<file path="config.mk">
export PLATFORM = sky130hd
export DESIGN_NAME = mem_copy_master
export DESIGN_NICKNAME = d
export VERILOG_FILES = /design/src/rtl/mem_copy_master.sv
export SDC_FILE = /design/constraint.sdc
export NUM_CORES = 1
export LEC_CHECK = 0
export CAP_MARGIN = 20
export CELL_PAD_IN_SITES_DETAIL_PLACEMENT = 2
export CELL_PAD_IN_SITES_GLOBAL_PLACEMENT = 2
export CORE_ASPECT_RATIO = 0.5
export CORE_MARGIN = 1
export CORE_UTILIZATION = 33
export DETAILED_ROUTE_END_ITERATION = 10
export PLACE_DENSITY = 0.83
export SLEW_MARGIN = 30
export SYNTH_ARGS = -nofsm -noshare
export SYNTH_HDL_FRONTEND = slang
export SYNTH_SLANG_ARGS = --single-unit
</file>
<file path="constraint.sdc">
create_clock -name CLK -period 4 [get_ports CLK]
set_input_delay 0.8 -clock CLK [delete_from_list [all_inputs] [get_ports CLK]]
set_output_delay 0.8 -clock CLK [all_outputs]
set_load 0.02 [all_outputs]
</file>
<file path="src/rtl/mem_copy_master.sv">
// mem_copy_master
// Bus initiator on the picorv32 native memory interface. Copies a block of
// 32-bit words from src to dst (mode=0) or fills dst with a constant (mode=1).
// Every bus request is followed by at least one idle (GAP) cycle.
//
// Ports:
//   CLK, RST_BTN            clock, asynchronous active-low reset
//   start, mode             one-cycle request (IDLE only), 0=copy 1=fill
//   src_addr, dst_addr      byte addresses, bits [1:0] ignored
//   fill_data, word_count   fill word and block length, latched at start
//   abort                   stop at the next transaction boundary
//   busy, done, err         status: busy, completion pulse, sticky timeout
//   words_done              words written so far
//   mem_*                   picorv32 native memory bus (master side)
//
// state  | meaning
// IDLE   | waiting for start
// RD_REQ | read request on the bus (copy only)
// WR_REQ | write request on the bus
// GAP    | one idle bus cycle; checks abort / completion
// FINISH | done pulse, busy low, back to IDLE

module mem_copy_master #(
    parameter int CNT_W          = 16,
    parameter int TIMEOUT_CYCLES = 1023
) (
    input  logic             CLK,
    input  logic             RST_BTN,
    input  logic             start,
    input  logic             mode,
    input  logic [31:0]      src_addr,
    input  logic [31:0]      dst_addr,
    input  logic [31:0]      fill_data,
    input  logic [CNT_W-1:0] word_count,
    input  logic             abort,
    output logic             busy,
    output logic             done,
    output logic             err,
    output logic [CNT_W-1:0] words_done,
    output logic             mem_valid,
    output logic             mem_instr,
    output logic [31:0]      mem_addr,
    output logic [31:0]      mem_wdata,
    output logic [3:0]       mem_wstrb,
    input  logic             mem_ready,
    input  logic [31:0]      mem_rdata
);

    typedef enum logic [2:0] {IDLE, RD_REQ, WR_REQ, GAP, FINISH} state_t;

    localparam int TW = (TIMEOUT_CYCLES > 1) ? $clog2(TIMEOUT_CYCLES) : 1;
    localparam logic [TW-1:0] TLOAD = TW'((TIMEOUT_CYCLES > 0) ? TIMEOUT_CYCLES - 1 : 0);

    state_t           state_q, state_d;
    logic             mode_q, mode_d;
    logic [31:0]      src_q, src_d;
    logic [31:0]      dst_q, dst_d;
    logic [31:0]      fill_q, fill_d;
    logic [31:0]      data_q, data_d;
    logic [CNT_W-1:0] count_q, count_d;
    logic [CNT_W-1:0] words_done_q, words_done_d;
    logic             rd_done_q, rd_done_d;
    logic             abort_q, abort_d;
    logic             err_q, err_d;
    logic [TW-1:0]    timer_q, timer_d;
    logic             mem_valid_q, mem_valid_d;
    logic [31:0]      mem_addr_q, mem_addr_d;
    logic [31:0]      mem_wdata_q, mem_wdata_d;
    logic [3:0]       mem_wstrb_q, mem_wstrb_d;
    logic             busy_q, busy_d;
    logic             done_q, done_d;

    logic             hs;
    logic             timeout;
    logic             last_write;
    logic [CNT_W-1:0] wd_inc;

    // mem_valid_q is high only in RD_REQ/WR_REQ, so ready outside a request is ignored
    assign hs         = mem_valid_q && mem_ready;
    assign timeout    = (TIMEOUT_CYCLES != 0) && mem_valid_q && !mem_ready && (timer_q == '0);
    assign wd_inc     = words_done_q + CNT_W'(1);
    assign last_write = (wd_inc == count_q);

    always_ff @(posedge CLK or negedge RST_BTN) begin
        if (!RST_BTN) state_q <= IDLE;
        else          state_q <= state_d;
    end

    always_comb begin
        state_d = state_q;
        unique case (state_q)
            IDLE: begin
                // a zero-length request still passes through GAP so done
                // lands two cycles after start without touching the bus
                if (start) begin
                    if (word_count == '0) state_d = GAP;
                    else if (mode)        state_d = WR_REQ;
                    else                  state_d = RD_REQ;
                end
            end
            RD_REQ: begin
                if (hs)           state_d = GAP;
                else if (timeout) state_d = FINISH;
            end
            WR_REQ: begin
                if (hs)           state_d = last_write ? FINISH : GAP;
                else if (timeout) state_d = FINISH;
            end
            GAP: begin
                if (abort_q || abort || (words_done_q == count_q)) state_d = FINISH;
                else if (mode_q || rd_done_q)                      state_d = WR_REQ;
                else                                               state_d = RD_REQ;
            end
            FINISH:  state_d = IDLE;
            default: state_d = IDLE;
        endcase
    end

    always_comb begin
        mode_d       = mode_q;
        src_d        = src_q;
        dst_d        = dst_q;
        fill_d       = fill_q;
        data_d       = data_q;
        count_d      = count_q;
        words_done_d = words_done_q;
        rd_done_d    = rd_done_q;
        abort_d      = abort_q | abort;
        err_d        = err_q;
        timer_d      = timer_q;

        if (state_q == IDLE && start) begin
            mode_d       = mode;
            src_d        = src_addr & 32'hFFFF_FFFC;
            dst_d        = dst_addr & 32'hFFFF_FFFC;
            fill_d       = fill_data;
            count_d      = word_count;
            words_done_d = '0;
            rd_done_d    = 1'b0;
            abort_d      = 1'b0;
            err_d        = 1'b0;
        end

        if (hs && state_q == RD_REQ) begin
            data_d    = mem_rdata;
            rd_done_d = 1'b1;
        end
        if (hs && state_q == WR_REQ) begin
            src_d        = src_q + 32'd4;
            dst_d        = dst_q + 32'd4;
            words_done_d = wd_inc;
            rd_done_d    = 1'b0;
        end
        if (timeout) err_d = 1'b1;

        // reload while the bus is idle so the count starts at mem_valid rise
        if (!mem_valid_q)         timer_d = TLOAD;
        else if (timer_q != '0)   timer_d = timer_q - TW'(1);

        mem_valid_d = (state_d == RD_REQ) || (state_d == WR_REQ);
        mem_wstrb_d = (state_d == WR_REQ) ? 4'hF : 4'h0;
        mem_addr_d  = mem_addr_q;
        mem_wdata_d = mem_wdata_q;
        if (state_d == RD_REQ) mem_addr_d = src_d;
        if (state_d == WR_REQ) begin
            mem_addr_d  = dst_d;
            mem_wdata_d = mode_d ? fill_d : data_d;
        end
        busy_d = (state_d != IDLE) && (state_d != FINISH);
        done_d = (state_d == FINISH);
    end

    always_ff @(posedge CLK or negedge RST_BTN) begin
        if (!RST_BTN) begin
            mode_q       <= 1'b0;
            src_q        <= '0;
            dst_q        <= '0;
            fill_q       <= '0;
            data_q       <= '0;
            count_q      <= '0;
            words_done_q <= '0;
            rd_done_q    <= 1'b0;
            abort_q      <= 1'b0;
            err_q        <= 1'b0;
            timer_q      <= '0;
            mem_valid_q  <= 1'b0;
            mem_addr_q   <= '0;
            mem_wdata_q  <= '0;
            mem_wstrb_q  <= '0;
            busy_q       <= 1'b0;
            done_q       <= 1'b0;
        end else begin
            mode_q       <= mode_d;
            src_q        <= src_d;
            dst_q        <= dst_d;
            fill_q       <= fill_d;
            data_q       <= data_d;
            count_q      <= count_d;
            words_done_q <= words_done_d;
            rd_done_q    <= rd_done_d;
            abort_q      <= abort_d;
            err_q        <= err_d;
            timer_q      <= timer_d;
            mem_valid_q  <= mem_valid_d;
            mem_addr_q   <= mem_addr_d;
            mem_wdata_q  <= mem_wdata_d;
            mem_wstrb_q  <= mem_wstrb_d;
            busy_q       <= busy_d;
            done_q       <= done_d;
        end
    end

    assign busy       = busy_q;
    assign done       = done_q;
    assign err        = err_q;
    assign words_done = words_done_q;
    assign mem_valid  = mem_valid_q;
    assign mem_instr  = 1'b0;
    assign mem_addr   = mem_addr_q;
    assign mem_wdata  = mem_wdata_q;
    assign mem_wstrb  = mem_wstrb_q;

endmodule
</file>
==> results of run 1 <==
==> cells by family (layout without fill, tap and decap cells) <==
logic type	count (synthesis)	count (layout)
DFF	245	245
buffers and inverters	91	318
AOI/OAI and AO/OA	226	226
muxes	102	102
xor gates and xnor gates	25	25
adders and majority gates	6	6
other	1	5
and+or+nand+nor	487	487
==> placed cells by master (no fill, tap or decap), drive strengths merged, types with 13 or more instances in the layout <==
cell           netlist  final
buf                 28     26
a21oi               22     22
nor3                20     20
clkdlybuf4s50        0    232
a31oi               13     13
o311ai              18     18
and3                19     19
xor2                14     14
nand2              246    246
o211ai              15     15
o21ai               60     60
nor2b               36     36
nand3               35     35
nand4               19     19
inv                 13     13
a221o               55     55
nor4                20     20
dfrtp              245    245
nor2                46     46
clkbuf              50     33
mux2               100    100
==> metrics by stage <==
step / setup slack (ns) / std cells / power, mW / util (%) / cell area [um^2]
2_1_floorplan: 1.06 / 1183 / 7.31 / - / 12100
3_3_place_gp: 0.212 / 1847 / 9.02 / 41.4 / 14900
3_5_place_dp: 0.176 / 1847 / 9.41 / 41.4 / 14900
4_1_cts: 0.295 / 1894 / 12.3 / 44.1 / 15900
5_1_grt: 0.0518 / 1898 / 12.8 / 44.1 / 15900
6_report: 0.301 / 1898 / 12.2 / 44.1 / 15900
==> area by class of cell <==
cell class              count  area share (%)
diodes                      4          0.0631
clock buffers              33            4.59
clock inverters            14            1.46
inverters                  13           0.323
multi-input cells         847            35.0
flip-flops and latches    245            38.6
well taps                 484            3.82
repair buffers            258            16.1
==> power groups by stage <==
stage               Clock [mW]  Sequential [mW]  Combinational [mW]
floorplan                    0             4.41                2.90
global placement             0             4.25                4.78
detailed placement           0             4.34                5.06
CTS                       2.82             4.34                5.15
global route              2.90             4.45                5.50
finish                    2.76             4.35                5.10
==> metal layers <==
| layer | track usage (%) | wire (um) | vias up | part of all wire, % |
|---|---|---|---|---|
| met5 | 0 | 0 | - | 0 |
| met4 | 7.68 | 1280 | 0 | 2.9 |
| met3 | 3.07 | 1530 | 83 | 3.4 |
| met2 | 45.5 | 23900 | 223 | 53 |
| met1 | 28.1 | 18100 | 5570 | 40 |
| li1 | - | - | 4693 | - |
==> state kept, by name, indices dropped and copies added, names as in the netlist, 3 cells and up <==
name,cells
mem_addr,32
src_q,32
data_q,32
words_done,16
count_q,16
fill_q,32
mem_wdata,32
state_q,3
dst_q,32
timer_q,10
==> worst max path at each step <==
stage | from | end | slack [ns] | cells past startpoint
3_3_place_gp | word_count[1] | mem_wdata[22] | 0.21 | 10
6_report | words_done[0] | mem_wdata[17] | 0.30 | 10
2_1_floorplan | words_done[0] | mem_addr[2] | 1.06 | 12
4_1_cts | words_done[0] | mem_wdata[18] | 0.30 | 10
3_5_place_dp | word_count[1] | mem_wdata[18] | 0.18 | 10
5_1_grt | words_done[0] | mem_wdata[6] | 0.05 | 10
==> metrics, run 1 <==
crit path DAT=4.13 ns; Compound-Gate Fraction of Synth Area=14.0%; mux contribution to synthesized area=9.50%; largest cells by area after synthesis=dfrtp_1 (51%), mux2_2 (8.1%), nand2_1 (7.6%); hold crit path type=in -> async; largest area contributor in the netlist=dfrtp_1; simple-gate share of the synthesized area=19.6%; final hold violation count=0; Leak=6.67 nW; CP max stage delay=0.69 ns; CTS tree=done; Fill cells=3760; Clock Path Buffers=3; combinational share of power=41.8%; P per Cell Area=769 nW/um^2; Post-Synth Adder-Cell Area=0.602%; vias per inst=5.57; initial core utilization=33.5%; crit share post-route=92.5%; DRT antenna net count=0; Reg2Reg Depth=10; setup_tns=0 ns; Crit path required time=4.43 ns; reg2reg start=words_done[0]; First DRT Iteration DRCs=569; Core Box Area=36000 um^2; clock network fraction of total power=22.6%; clock sinks=245; Critical Path, Cell by Cell=ha_1 > and3_1 > a21oi_1 > a211oi_1 > a211oi_1 > o2111a_2 > o31ai_4 > nand2_4 > inv_4 > mux2_2; routed len/inst=23.6 um; Cells after Synth=1183; CTS hold repair buffers=0; Clock transition at path regs=0.07 ns; Post-Synth XOR/XNOR Area=1.81%; max_slew headroom=38.0%; number of nets in the layout=1546; Reg power frac=35.6%; flip-flop and latch count after synthesis=245; endpoints failing setup=0; DR vias=10.6k; H-tree levels=1; TritonCTS Buffers=26; WP buf/inv=1; critical path fanouts, max=63; main combinational cell family by area after synthesis=simple AND/OR/NAND/NOR gates; Die Area=37400 um^2; row count=49; hpwl dp=30800 um; RD Place Congestion=0.915; delay-heaviest family, CP=compound AO/OA/AOI/OAI gates; Int Power=7.48 mW; syn nets=1338; RR Endpoint=mem_wdata[17]; WL final=44700 um; cell mode on critical path=a211oi_1; outcome=finished clean; final count of pins violating max slew=0; post-synth top area share=50.8%; Port Buffers=233; die height=137 um; Primary FF master, synth=dfrtp_1; hold slack=0.281 ns; RSZ-0062 raised after global routing=false; all-layer global routing usage=23.9%; worst skew pair latency=0.55 ns; switching part of the total=38.7%; Post-CTS Setup Inserts=0; Net Sw Power=4.73 mW; minimum clock period after layout=3.70 ns; Slew @ Worst Pin=0.930 ns; largest net degree at the start of global routing=91; peak supply drop=0.439 mV; Seq/Total Area, Yosys=50.8%; EDFF count, synth=0; first-pass GRT wire length=69900 um; CP Launch Type=flip-flop; Die X=272 um; critical path class=reg -> reg; Setup crit end kind=flip-flop; Pre-antenna DRT Iters=5; cell area after synthesis=12100 um^2; Reg2Reg Setup Slack=0.30 ns; top cells by instance count after synthesis=dfrtp_1 (245), nand2_1 (245), mux2_2 (87); Post-Syn Area per Cell=10.2 um^2; vias in the first global route=11.9k; post-synth cell types=71; layout cells sized above 1=13.3%; area occupied by multi-input gates=5550 um^2; Top Ports=239; Syn. warnings=0; Post-synth ARST share=100%; Residual DRC=0; clock root buffer=clkbuf_16; Max-Cap Viols=0; initial antenna violation count=4; sequential standard cell area=6130 um^2; Area Growth Syn to Fin=31.5%; FMAX=270 MHz; clk_skew=0.0121 ns; Slowest-stage cell, CP=inv_4; post-cts sizing count=0; Remaining Overflow, GRT=0
No activity file was read; power rests on OpenSTA's default activity.
==> run 2: changes to the inputs <==
Settings changed: GPL_ROUTABILITY_DRIVEN from default to 0.
==> results of run 2 <==
No change in the layout: final DEF, timing and power equal those of run 1.
==> run 3: changes to the inputs <==
Settings changed: ABC_AREA from default to 0, CELL_PAD_IN_SITES_DETAIL_PLACEMENT 2 to 1, CELL_PAD_IN_SITES_GLOBAL_PLACEMENT 2 to 1, CORE_UTILIZATION 33 to 40, PLACE_DENSITY 0.83 to 0.82.
==> metrics, run 3 (synthesis results as in run 1) <==
outcome=finished clean; Setup crit end kind=flip-flop; critical path class=reg -> reg; layout cells sized above 1=12.7% (-0.58 points); final count of pins violating max slew=0 (unchanged); commonest non-fill, non-tap cells in the layout=nand2_1 (245), dfrtp_1 (245), clkdlybuf4s50_1 (232); Core Box Area=29300 um^2 (-18%); P per Cell Area=760 nW/um^2 (-1.2%); RR Endpoint=mem_wdata[30]; DR vias=10.4k (-1.3%); largest net degree at the start of global routing=122 (+34%); cell mode on critical path=a211oi_1; final hold violation count=0 (unchanged); all-layer global routing usage=26.1% (+2.1 points); routed len/inst=22.4 um (-4.8%); Reg2Reg Setup Slack=0.36 ns (+0.06 ns); initial antenna violation count=6 (+2); hpwl dp=26700 um (-13%); Clock transition at path regs=0.06 ns (about the same); Area Growth Syn to Fin=30.2%; H-tree levels=1 (unchanged); Reg2Reg Depth=10 (unchanged); Die X=248 um (-9.1%); Critical Path, Cell by Cell=ha_1 > and3_1 > a21oi_1 > a211oi_1 > a211oi_1 > o2111a_2 > o31ai_4 > nand2_4 > inv_4 > mux2_2; DRT antenna net count=0 (unchanged); Max-Cap Viols=0 (unchanged); CP max stage delay=0.67 ns (-0.02 ns); crit share post-route=91.1% (-1.4 points); Tot Pwr=11.9 mW (-2.2%); FMAX=275 MHz (+1.6%); Clock Path Buffers=3 (unchanged); TritonCTS Buffers=25 (-3.8%); crit path launch=words_done[0]; initial core utilization=41.1% (+7.6 points); peak supply drop=0.394 mV (-10%); Slowest-stage cell, CP=inv_4; die height=125 um (-9.0%); vias in the first global route=11.4k (-4.7%); post-cts sizing count=0 (unchanged); clock root buffer=clkbuf_16; max_slew headroom=37.9% (-0.13 points); RSZ-0062 raised after global routing=false; Port Buffers=233 (unchanged); minimum clock period after layout=3.64 ns (-0.0569 ns); Slew @ Worst Pin=0.924 ns (-0.00574 ns); WL final=40400 um (-9.7%); reg2reg start=words_done[0]; number of nets in the layout=1540 (-0.39%); Residual DRC=0 (unchanged); clock sinks=245 (unchanged); first-pass GRT wire length=63400 um (-9.3%); final core utilization=53.5% (+9.4 points); endpoints failing setup=0 (unchanged); CTS tree=done; Pre-antenna DRT Iters=6 (+1); setup_tns=0 ns (unchanged); row count=44 (-10%); Top Ports=239 (unchanged); Critical Path Sink=mem_wdata[30]; First DRT Iteration DRCs=677 (+19%); clk_skew=0.0145 ns (+0.00243 ns); vias per inst=5.79 (+4.0%); CTS hold repair buffers=0 (unchanged); Leak=6.63 nW (-0.61%); Die Area=30900 um^2 (-17%); critical path fanouts, max=63 (unchanged); worst skew pair latency=0.55 ns (about the same); Post-CTS Setup Inserts=0 (unchanged); hold slack=0.111 ns (-0.170 ns); hold crit path type=in -> async; Crit path required time=4.43 ns (about the same); CP Launch Type=flip-flop; Remaining Overflow, GRT=0 (unchanged); crit path DAT=4.07 ns (-0.06 ns)
## run 3: cell count changes in the layout (fill, tap and decap cells not counted), sizes merged
cell | previous run | this run
buf | 26 | 21
clkinv | 5 | 3
bufinv | 6 | 5
diode | 4 | 5
inv | 13 | 15
## run 3: how the worst min path moves through the flow
stage	startpoint	cells past startpoint	slack, ns	end
CTS	RST_BTN	1	0.39	fill_q[12]
finish	RST_BTN	1	0.11	fill_q[12]
detailed placement	fill_q[9]	2	0.46	fill_q[9]
floorplan	fill_q[0]	2	0.44	fill_q[0]
global route	RST_BTN	1	0.13	fill_q[15]
global placement	fill_q[20]	2	0.45	fill_q[20]
## run 3: metal layers
| metal | track usage [%] | share of wire (%) |
|---|---|---|
| met1 | 31.8 | 40 |
| met2 | 45.2 | 52 |
| met3 | 5.09 | 4.8 |
| met4 | 10.1 | 3.3 |
| met5 | 0 | 0 |
## run 3: area by class of cell
cell class	instances	area (um^2)
tap	391	489
inverter	13	51.3
clock buffer	33	676
antenna	5	12.5
sequential	245	6130
clock inverter	13	208
timing repair buffer	253	2590
fill	3198	13600
multi-input combinational	847	5550
## run 3: stage by stage
stage / worst slack (ns) / cells / instance area (um^2)
floorplan: 1.06 / 1183 / 12100
global route: 0.165 / 1800 / 15700
global placement: 0.270 / 1748 / 14800
finish: 0.357 / 1800 / 15700
detailed placement: 0.230 / 1748 / 14800
CTS: 0.371 / 1794 / 15700
## run 3: power breakdown
group          internal, mW  switching [mW]  total, mW  leakage (nW)
combinational          2.30            2.74       5.05          3.15
clock                  1.52            1.07       2.59         0.423
sequential             3.51           0.782       4.30          3.06
total                  7.34            4.59       11.9          6.63
## run 3: worst max-delay path, delay by kind of cell, from the launching register on
family,cells,cell delay (ns)
AND/OR/NAND/NOR,2,0.39
multiplexers,1,0.42
adder cells (fa/ha/maj),1,0.40
AO/OA/AOI/OAI,5,1.09
buffers and inverters,1,0.67
flip-flops,1,0.51
